**src/rtl/capture_ram_sequencer.sv**
```systemverilog
// capture_ram_sequencer: 4-channel post-trigger capture into a single-port RAM,
// then drain over valid/ready. Option macro CAPTURE_TAG_EN tags the channel.
module capture_ram_sequencer #(
    parameter int TURN_MAX   = 50000,
    parameter int SAMP_START = 49820,
    parameter int POINTS     = 180,
    parameter int RD_LAT     = 2
) (
    input  logic        Clk,
    input  logic        Rst_n,
    input  logic        Samp_en,
    input  logic        one_turn,
    input  logic [13:0] data_in0,
    input  logic [13:0] data_in1,
    input  logic [13:0] data_in2,
    input  logic [13:0] data_in3,
    output logic [9:0]  ram_addr,
    output logic [15:0] ram_wdata,
    output logic        ram_wren,
    input  logic [15:0] ram_q,
    output logic [15:0] tx_data,
    output logic        tx_valid,
    input  logic        tx_ready,
    output logic        busy,
    output logic        frame_done,
    output logic        overrun
);
    localparam logic [9:0]  LAST_ADDR = 10'(POINTS * 4 - 1);
    localparam logic [7:0]  LAST_PT   = 8'(POINTS - 1);
    localparam logic [15:0] TURN_LAST = 16'(TURN_MAX - 1);
    localparam logic [15:0] START_CNT = 16'(SAMP_START);
    localparam logic [3:0]  WAIT_LAST = 4'(RD_LAT - 2);

    typedef enum logic [2:0] {
        S_IDLE, S_ARM, S_CAPTURE, S_DRAIN_RD, S_DRAIN_WAIT, S_DRAIN_TX
    } state_t;

    state_t      r_state;
    state_t      w_next;
    logic        r_s0, r_s1, r_s2;
    logic [15:0] r_turn_cnt;
    logic [13:0] r_data [4];
    logic        r_burst;
    logic [1:0]  r_ch;
    logic [7:0]  r_pt;
    logic [9:0]  r_rd_addr;
    logic [3:0]  r_wait;
    logic        w_edge, w_start_hit, w_accept, w_last_word;
    logic        w_burst_end, w_draining, w_latch;
    logic [13:0] w_wsel;

    assign w_edge      = r_s1 & ~r_s2;
    assign w_start_hit = w_edge && (r_turn_cnt == START_CNT);
    assign w_accept    = tx_valid & tx_ready;
    assign w_last_word = (r_rd_addr == LAST_ADDR);
    assign w_burst_end = r_burst && (r_ch == 2'd3);
    assign w_draining  = (r_state == S_DRAIN_RD) || (r_state == S_DRAIN_WAIT)
                      || (r_state == S_DRAIN_TX);
    assign w_latch     = Samp_en && (((r_state == S_ARM) && w_start_hit)
                      || ((r_state == S_CAPTURE) && !r_burst && w_edge));
    assign w_wsel      = r_data[r_ch];

    // one_turn is asynchronous: two flops to resolve, third for edge detect
    always_ff @(posedge Clk or negedge Rst_n) begin
        if (!Rst_n) begin
            r_s0 <= 1'b0;
            r_s1 <= 1'b0;
            r_s2 <= 1'b0;
        end else begin
            r_s0 <= one_turn;
            r_s1 <= r_s0;
            r_s2 <= r_s1;
        end
    end

    always_ff @(posedge Clk or negedge Rst_n) begin
        if (!Rst_n)
            r_turn_cnt <= '0;
        else if (!Samp_en)
            r_turn_cnt <= '0;
        else if (w_edge)
            r_turn_cnt <= (r_turn_cnt == TURN_LAST) ? 16'd0 : r_turn_cnt + 16'd1;
    end

    always_ff @(posedge Clk or negedge Rst_n) begin
        if (!Rst_n)
            r_state <= S_IDLE;
        else
            r_state <= w_next;
    end

    always_comb begin
        w_next = r_state;
        case (r_state)
            S_IDLE:
                if (Samp_en) w_next = S_ARM;
            S_ARM:
                if (!Samp_en) w_next = S_IDLE;
                else if (w_start_hit) w_next = S_CAPTURE;
            S_CAPTURE:
                if (!Samp_en) w_next = S_IDLE;
                else if (w_burst_end && r_pt == LAST_PT) w_next = S_DRAIN_RD;
            S_DRAIN_RD:
                w_next = S_DRAIN_WAIT;
            S_DRAIN_WAIT:
                if (r_wait == WAIT_LAST) w_next = S_DRAIN_TX;
            S_DRAIN_TX:
                if (w_accept) begin
                    if (!w_last_word) w_next = S_DRAIN_RD;
                    else w_next = Samp_en ? S_ARM : S_IDLE;
                end
            default:
                w_next = S_IDLE;
        endcase
    end

    always_ff @(posedge Clk or negedge Rst_n) begin
        if (!Rst_n) begin
            for (int i = 0; i < 4; i++) r_data[i] <= '0;
        end else if (w_latch) begin
            r_data[0] <= data_in0;
            r_data[1] <= data_in1;
            r_data[2] <= data_in2;
            r_data[3] <= data_in3;
        end
    end

    always_ff @(posedge Clk or negedge Rst_n) begin
        if (!Rst_n) begin
            r_burst    <= 1'b0;
            r_ch       <= '0;
            r_pt       <= '0;
            r_rd_addr  <= '0;
            r_wait     <= '0;
            tx_data    <= '0;
            tx_valid   <= 1'b0;
            frame_done <= 1'b0;
            overrun    <= 1'b0;
        end else begin
            frame_done <= 1'b0;
            if (w_draining && Samp_en && w_start_hit) overrun <= 1'b1;
            case (r_state)
                S_IDLE, S_ARM: begin
                    r_ch      <= '0;
                    r_pt      <= '0;
                    r_rd_addr <= '0;
                    r_burst   <= w_latch;
                end
                S_CAPTURE: begin
                    if (!Samp_en) begin
                        r_burst <= 1'b0;
                        r_ch    <= '0;
                        r_pt    <= '0;
                    end else if (r_burst) begin
                        r_ch <= r_ch + 2'd1;
                        if (w_edge) overrun <= 1'b1;
                        if (r_ch == 2'd3) begin
                            r_burst <= 1'b0;
                            r_pt    <= r_pt + 8'd1;
                        end
                    end else if (w_edge) begin
                        r_burst <= 1'b1;
                    end
                end
                S_DRAIN_RD:
                    r_wait <= '0;
                S_DRAIN_WAIT:
                    r_wait <= r_wait + 4'd1;
                S_DRAIN_TX: begin
                    if (!tx_valid) begin
                        tx_data  <= ram_q;
                        tx_valid <= 1'b1;
                    end else if (tx_ready) begin
                        tx_valid <= 1'b0;
                        if (w_last_word) frame_done <= 1'b1;
                        else r_rd_addr <= r_rd_addr + 10'd1;
                    end
                end
                default: ;
            endcase
        end
    end

    always_comb begin
        ram_wren  = 1'b0;
        ram_addr  = '0;
        ram_wdata = '0;
        busy      = 1'b0;
        case (r_state)
            S_CAPTURE: begin
                busy = 1'b1;
                if (r_burst) begin
                    ram_wren = 1'b1;
                    ram_addr = {r_pt, r_ch};
`ifdef CAPTURE_TAG_EN
                    ram_wdata = {r_ch, w_wsel};
`else
                    ram_wdata = {2'b00, w_wsel};
`endif
                end
            end
            S_DRAIN_RD, S_DRAIN_WAIT, S_DRAIN_TX: begin
                busy     = 1'b1;
                ram_addr = r_rd_addr;
            end
            default: ;
        endcase
    end
endmodule
```
**config.mk**
```make
export PLATFORM = sky130hd
export DESIGN_NAME = capture_ram_sequencer
export DESIGN_NICKNAME = d
export VERILOG_FILES = /design/src/rtl/capture_ram_sequencer.sv
export SDC_FILE = /design/constraint.sdc
export NUM_CORES = 1
export LEC_CHECK = 0
export ABC_AREA = 1
export CORE_MARGIN = 1.5
export CORE_UTILIZATION = 47
export CTS_CLUSTER_SIZE = 24
export DETAILED_ROUTE_END_ITERATION = 12
export GPL_TIMING_DRIVEN = 0
export PLACE_DENSITY = 0.76
export RECOVER_POWER = 50
export SYNTH_ARGS = -nofsm -noshare
export SYNTH_HDL_FRONTEND = slang
export SYNTH_SLANG_ARGS = --single-unit
```
**constraint.sdc**
```tcl
create_clock -name Clk -period 1.77 [get_ports Clk]
set_clock_uncertainty 0.1 [all_clocks]
set_input_delay 0.531 -clock Clk [delete_from_list [all_inputs] [get_ports Clk]]
set_output_delay 0.531 -clock Clk [all_outputs]
set_load 0.01 [all_outputs]
```
Word-level counts from Yosys, hierarchy flattened --
Index checks and enable logic that the tools add are counted.
Word-level totals: register bits after elaboration 122, bits in latches 0, bits in writable memories 0, memory bits (read-only) 0, input bits 77, output and inout port bits 47, word-level logic and storage cells 127, memories 0
Cells by class: add/subtract/negate cells 5, multipliers 0, div/mod/pow operators 0, order comparisons 1, eq/ne operators 21, shift operators 0, mux-type cells 51, bitwise logic cells 5, reductions and logical operators 26
Operator list (number):
- 14-bit two-way mux | 4
- 16-bit two-way mux | 3
- 10-bit two-way mux | 4
- 10-bit case mux with 2 select lines | 2
- 16-bit == test (second input constant) | 2
- 14-bit binary-select mux with 2-bit select | 1
- 8-bit two-way mux | 3
- 3-bit two-way mux | 7
- 1-bit two-way mux | 19
- 3-bit case mux with 6 select lines | 1
- 16-bit by 1-bit adder with 16-bit output (second input constant) | 1
- 8-bit case mux with 2 select lines | 1
- 10-bit by 1-bit adder with 10-bit output (second input constant) | 1
- 10-bit == test (second input constant) | 1
- 2-bit != test (second input constant) | 5
- 1-bit logical AND | 9
- 3-bit != test (second input constant) | 3
- 8-bit by 1-bit adder with 8-bit output (second input constant) | 1
- 8-bit == test (second input constant) | 1
- 4-bit case mux with 2 select lines | 1
- 3-bit by 2-bit == test with 1-bit output (second input constant) | 2
- 3-bit == test (second input constant) | 2
- 2-bit two-way mux | 3
- 2-bit nonzero test | 3
- other kinds (23) | 29

Depth between registers and ports, before layout --
Gate-level depths: netlist of the first run.
depth in word-level cells 10, mapped depth 12, mapped depth without buffers 11

Worst setup path after synthesis of the first run --
No wires, ideal clock.
path type register to output, from reg r_state[2], to out ram_addr[0], arrival time 1398 ps, data required time 1139 ps, slack -259 ps, stages on the path, launching flop included 7, buffers on the path 1, cell sequence dfrtp_1 nor2_1 nand2_1 nor2_1 inv_1 clkbuf_1 o22ai_1
On the way: longest elaborated chain between the ends 3, elaborated cells between the ends (all ways) 6, classes of those cells eq/ne (4); mux (1); reduce/logical (1)
RTL lines:
- start, declared | RTL line 38 | state_t r_state;
- start signal, assigned | RTL line 89 | r_state <= w_next;
- 3-bit by 2-bit == test with 1-bit output / 3-bit == test (equally long branches) | RTL line 189 | case (r_state)
- 3-bit OR reduction | RTL line 189
- 10-bit case mux with 2 select lines * | RTL line 189
- end, declared | RTL line 17 | output logic [9:0] ram_addr,
Mark *: on every way between the ends. The rest lies on a longest branch, timed or not.

Worst setup path after layout of the first run --
from reg r_ch[0], to out ram_wdata[1]
On the way: longest elaborated chain between the ends 6
RTL lines:
- start, declared | RTL line 44 | logic [1:0] r_ch;
- start signal, assigned | RTL line 155 | r_ch <= r_ch + 2'd1;
- 2-bit inverter with 3-bit output (not written as such) | RTL line 61 | assign w_wsel = r_data[r_ch];
- 14-bit binary-select mux with 2-bit select | RTL line 61
- 14-bit two-way mux (not written as such) (2 in series) | RTL line 61
- 14-bit two-way mux | RTL line 192 | if (r_burst) begin
- 14-bit two-way mux | RTL line 189
- end, declared | RTL line 18 | output logic [15:0] ram_wdata,
Every way passes these cells. The select of a mux whose other input is x is not followed.

==> metrics.cfg, run 1 <==
[critical_path]
r2r_slack_ns=-0.55
rr_worst_depth=17
start_kind=register
worstSetupEndpointType=primary output
worstPathMaxFanout=10
criticalPathCategory=reg2out
cp_data_required_time_ns=1.14
cp.arrival_ns=1.90

[timing]
slew_headroom_pct=34.2
tightestPinTransition_ns=0.987
max_freq_ghz=0.395
drv_slew=0
period_share_pct=143
fin_setup_tns_ns=-46.77
finalSetupViolCount=178
timing.final.hold_violations=0
setup_slack_ns=-0.761
rsz0062_at_grt=true
fin_hold_ws_ns=0.282
period_minus_slack_ns=2.53

[placement]
dp.cells=1144
gp_congestion=0.895
place.detailed.hpwl_mm=12.2
port_buffers=121

[synthesis]
async_flop_share_pct=100
synth_cells=845
synth_cell_types=32
ys_ff_latch=122
yosysWarnings=0
synth-seq-area-share_pct=47.5
synth_edf_count=0
synth_area_um2=6430
ys.flop_type=dfrtp_1
avgSynthCellArea_um2=7.60

[finish]
final_cell_mix=nand2_1, dfrtp_1, nor2_1
num_antenna_cells=0
layout.nets=1138
nFillCells=848
syn_to_final_growth_pct=55.4
drive_above_1_share_pct=26.5
post-route-util_pct=75.1
layoutNonFillerInstCount=1243
final_common_cell=nand2_1

[detailed_routing]
dr.first_iter.drc_count=703
detail_route.drc_violations=0
wire_per_inst_um=17.6
dr.pass1.iters=6
final_antenna_net_count=0
postRouteWirelength_mm=21.8
detail_route.vias_per_cell=5.58
vias=6934

[clock_network]
htree_levels=4
cts_max_path_buffers=2
cts-root-buf=clkbuf_16
cts_tree=built
cts_made_buffers=17
clock_latency_ns=0.44
cts_sinks=122
clk_pin_slew_worst_paths_ns=0.06

[floorplanning]
die_x_um=120
start_util_pct=48.3
num_rows=42
io_pins=124
coreArea_um2=13300
die_area_um2=14400
die-height_um=120

[flow_run]
cap_violations=0

[status]
failed_checks=setup timing
status=complete, but fails checks

[pwr]
power_leakage_uw=0.00469
switching_power_uw=4170
power_uw=11900
power_density_nw_per_um2=1190
irDropWorstVdd_mv=0.844
seqPwrFrac_pct=34.4
combPwrFrac_pct=34.2
p_int_uw=7690
clock_power_share_pct=31.5
swShare_pct=35.2

[grt]
grt_use_total_pct=28.2
antenna_found_initial=0
grt_overflow=0
grt_pass1_wl_mm=31.5
grt_max_degree=82
grt_pass1_vias=6325

[worst_hold_path]
holdPathStages=0
min_path_type=reg2reg

-- flip-flops by register name, indices dropped and copies added (netlist names) --
| name | cells |
|---|---|
| frame_done | 1 |
| overrun | 1 |
| r_burst | 1 |
| r_ch | 2 |
| r_data | 56 |
| r_pt | 8 |
| r_rd_addr | 10 |
| r_s0 | 1 |
| r_s1 | 1 |
| r_s2 | 1 |
| r_state | 3 |
| r_turn_cnt | 16 |
| r_wait | 4 |
| tx_data | 16 |
| tx_valid | 1 |
-- cells in the mapped netlist (all sizes together) (2+ instances only) --
cell    instances  area share (%)
ha              7             1.4
nand3         102             8.0
o22ai           8            0.78
nor3            5            0.56
nor2          118             7.0
inv            75             4.4
a21oi          18             1.4
buf            20             2.2
o21ai          59             4.6
nand4          18             1.8
xor2           11             1.5
mux2           16             2.8
dfrtp         122              48
clkbuf         19             1.1
or2             2            0.19
nand2         237              14
-- cell type report --
cell class,instances,area (µm²),area share (%)
sequential,122,3060,30.6
multi-input combinational,610,3450,34.5
clock buffer,17,425,4.26
clock inverter,15,199,1.99
tap,176,220,2.21
timing repair buffer,191,1870,18.7
inverter,75,312,3.12
buffer,37,457,4.57
-- critical path, cell delays in order, from the launching register on --
cell and delay (ns):
dfrtp_1 0.40, clkbuf_8 0.18, clkbuf_16 0.15, nor2_1 0.07, nor2_1 0.18, o21ai_1 0.17, a21oi_4 0.16, buf_2 0.14
-- metal layers --
| layer | vias up | routed length (µm) | GRT usage [%] |
|---|---|---|---|
| met3 | 88 | 1660 | 6.94 |
| met4 | 0 | 927 | 12.6 |
| li1 | 3156 | - | - |
| met2 | 423 | 10600 | 45.2 |
| met1 | 3267 | 8610 | 36.3 |
| met5 | - | 0 | 0 |
-- power groups by stage --
stage                     clock network, µW  logic (µW)  registers [µW]
after CTS                              3710        3400            4000
after floorplan                           0        1760            4030
after global placement                    0        2860            4010
final                                  3730        4050            4080
after global routing                   3860        4330            4150
after detailed placement                  0        2930            4030
-- cells by family (layout without fill, tap and decap cells) --
family | after synthesis | in the layout | synth area share [%]
AND/OR/NAND/NOR | 484 | 484 | 31.7
flip-flops | 122 | 122 | 47.5
buffers and inverters | 114 | 335 | 7.65
AO/OA/AOI/OAI | 89 | 89 | 7.26
multiplexers | 16 | 16 | 2.80
XOR/XNOR | 12 | 12 | 1.64
adder cells (fa/ha/maj) | 7 | 7 | 1.36
other | 1 | 2 | 0.0584
-- stage by stage --
stage	setup slack (ns)	area [µm²]
after floorplan	-0.0636	6670
after global placement	-5.19	8100
after detailed placement	-0.901	8130
after CTS	-0.650	9380
after global routing	-0.772	9990
final	-0.761	9990
-- worst paths after layout --
check | start | to
worst min register to register | r_s0$_DFF_PN0_ | r_s1$_DFF_PN0_
worst max register to register | r_state[2]$_DFFE_PN0P_ | r_state[1]$_DFFE_PN0P_
max in group asynchronous | Rst_n | r_ch[1]$_DFFE_PN0P_
min in group asynchronous | Rst_n | r_turn_cnt[4]$_DFFE_PN0P_
worst max-delay path | r_ch[0]$_DFFE_PN0P_ | ram_wdata[1]
worst min-delay path | r_s0$_DFF_PN0_ | r_s1$_DFF_PN0_
-- what timing repair did --
item | 4_1_cts | 5_1_grt
resized for setup | 256 | 111
buffers inserted | 41 | 16
gates cloned | 3 | 8
endpoints found under the setup margin | 127 | 130
hold endpoints to repair | 41 | 0
pin swaps | 16 | 13
hold buffers | 1 | 0
Note: power is estimated with default switching activity, not from simulation.
==> run 2, diff against run 1 <==
- CORE_UTILIZATION: 47 -> 40
- PLACE_DENSITY: 0.76 -> 0.67
==> metrics.cfg, run 2 (synthesized netlist as in run 1, its figures left out) <==
[detailed_routing]
detail_route.drc_violations=0  ; unchanged
final_antenna_net_count=0  ; unchanged
postRouteWirelength_mm=21.0  ; -3.9%
dr.pass1.iters=5  ; -1
detail_route.vias_per_cell=5.17  ; -7.3%
dr.first_iter.drc_count=497  ; -29%
vias=6632  ; -4.4%
wire_per_inst_um=16.4  ; -6.8%

[placement]
dp.cells=1184  ; +3.5%
place.detailed.hpwl_mm=12.8  ; +5.0%
port_buffers=121  ; unchanged
gp_congestion=0.894  ; -0.18%

[worst_hold_path]
hp-start=r_s0$_DFF_PN0_
holdPathStages=0  ; unchanged
min_path_type=reg2reg
min_delay_worst_endpoint=r_s1$_DFF_PN0_

[timing]
rsz0062_at_grt=true
timing.final.hold_violations=0  ; unchanged
drv_slew=61  ; +61
setup_slack_ns=-0.693  ; +0.0681 ns
finalSetupViolCount=84  ; -53%
fin_setup_tns_ns=-32.25  ; +14.52 ns
tightestPinTransition_ns=1.61  ; +0.622 ns
slew_headroom_pct=-7.27  ; -41 points
period_share_pct=139  ; -3.8 points
period_minus_slack_ns=2.46  ; -0.0681 ns
max_freq_ghz=0.406  ; +2.8%

[critical_path]
regToRegStartpoint=r_state[2]$_DFFE_PN0P_
path_cells=inv_2, nor2_4, nand2_2, nor2_4, inv_6, clkbuf_16, o22ai_4, buf_2
r2r_slack_ns=-0.33  ; +0.22 ns
slowest_stage=dfrtp_1
cp.arrival_ns=1.83  ; -0.07 ns
crit_top_cell=nor2_4
start_kind=register
criticalPathCategory=reg2out
worstSetupEndpointType=primary output
crit_family=buffers and inverters
r2r-end=r_data[35]$_DFFE_PN0P_
path_buf_inv=4  ; +1
cp_data_required_time_ns=1.14  ; about the same
rr_worst_depth=11  ; -6
worstPathMaxFanout=6  ; -4
max_stage_delay_ns=0.39  ; about the same

[clock_network]
cts-root-buf=clkbuf_16
cts_max_path_buffers=2  ; unchanged
clock_latency_ns=0.42  ; -0.02 ns
clk_pin_slew_worst_paths_ns=0.06  ; about the same
htree_levels=4  ; unchanged
cts_tree=built
cts_sinks=122  ; unchanged
cts_made_buffers=17  ; unchanged

[grt]
grt_use_total_pct=23.4  ; -4.9 points
grt_pass1_wl_mm=30.2  ; -3.9%
grt_max_degree=63  ; -23%
grt_pass1_vias=6100  ; -3.6%
antenna_found_initial=0  ; unchanged
grt_overflow=0  ; unchanged

[floorplanning]
num_rows=46  ; +9.5%
coreArea_um2=15800  ; +19%
die_x_um=130  ; +8.2%
io_pins=124  ; unchanged
die-height_um=130  ; +8.2%
start_util_pct=40.7  ; -7.6 points
die_area_um2=16800  ; +17%

[finish]
num_antenna_cells=0  ; unchanged
drive_above_1_share_pct=30.8  ; +4.2 points
seqCellArea_um2=3060  ; about the same
largest_reg_flops=56  ; unchanged
syn_to_final_growth_pct=60.4
multiInputGateArea_um2=3640  ; +5.5%
top_register=r_data
final_cell_mix=nand2_1, dfrtp_1, nor2_1
layoutNonFillerInstCount=1282  ; +3.1%
post-route-util_pct=65.4  ; -9.8 points
final_common_cell=nand2_1
layout.nets=1137  ; -0.088%
reg_top3=r_data x56, r_turn_cnt x16, tx_data x16
nFillCells=1252  ; +48%

[flow_run]
cap_violations=1  ; +1

[pwr]
irDropWorstVdd_mv=0.826  ; -2.1%
power_leakage_uw=0.00483  ; +2.8%
power_density_nw_per_um2=1170  ; -1.2%

[status]
status=complete, but fails checks
failed_checks=capacitance limit, slew limit, setup timing

==> run 2: routing by layer <==
layer | part of all wire [%] | GRT usage, %
met2 | 49 | 37.8
met5 | 0 | 0
met4 | 3.1 | 8.50
met1 | 42 | 30.7
met3 | 6.4 | 5.58
==> run 2: power by group <==
group | internal (µW) | leakage, µW | switching [µW] | total, µW
Sequential | 3540 | 0.00161 | 541 | 4080
Combinational | 1820 | 0.00289 | 2110 | 3930
Clock | 2760 | 0.000331 | 1320 | 4080
==> run 2: layout make-up <==
class                      instances  share of cell area [%]
tap                              216                    2.62
multi-input combinational        610                    35.3
clock inverter                    10                    2.04
inverter                          75                    2.97
sequential                       122                    29.7
timing repair buffer             192                    19.0
buffer                            35                    3.81
clock buffer                      22                    4.60
==> run 2: per-stage QoR <==
stage	hold slack [ns]	total power, µW	area, µm²	setup slack [ns]
floorplan	0.135	5790	6670	-0.0636
global placement	0.239	6890	8150	-5.38
detailed placement	0.244	6980	8180	-0.948
CTS	0.00877	11400	9400	-0.630
global route	0.259	12700	10300	-0.789
finish	0.253	12100	10300	-0.693
==> run 2: worst max-delay path by stage <==
stage,start,end,slack [ns],cells past startpoint
2_1_floorplan,r_state[1]$_DFFE_PN0P_,ram_addr[0],-0.06,7
3_3_place_gp,Rst_n,r_state[0]$_DFFE_PN0P_,-5.38,1
3_5_place_dp,r_ch[1]$_DFFE_PN0P_,ram_wdata[8],-0.95,6
4_1_cts,r_ch[0]$_DFFE_PN0P_,ram_wdata[8],-0.63,7
5_1_grt,r_state[1]$_DFFE_PN0P_,ram_addr[0],-0.79,8
6_report,r_state[1]$_DFFE_PN0P_,ram_addr[0],-0.69,8
==> run 2: repair_timing <==
action,CTS,global route
endpoints found under the setup margin,127,127
endpoints found under the hold margin,0,0
cloned,4,8
hold buffers,0,0
resized for setup,234,165
buffers inserted,34,25
pin swaps,16,62
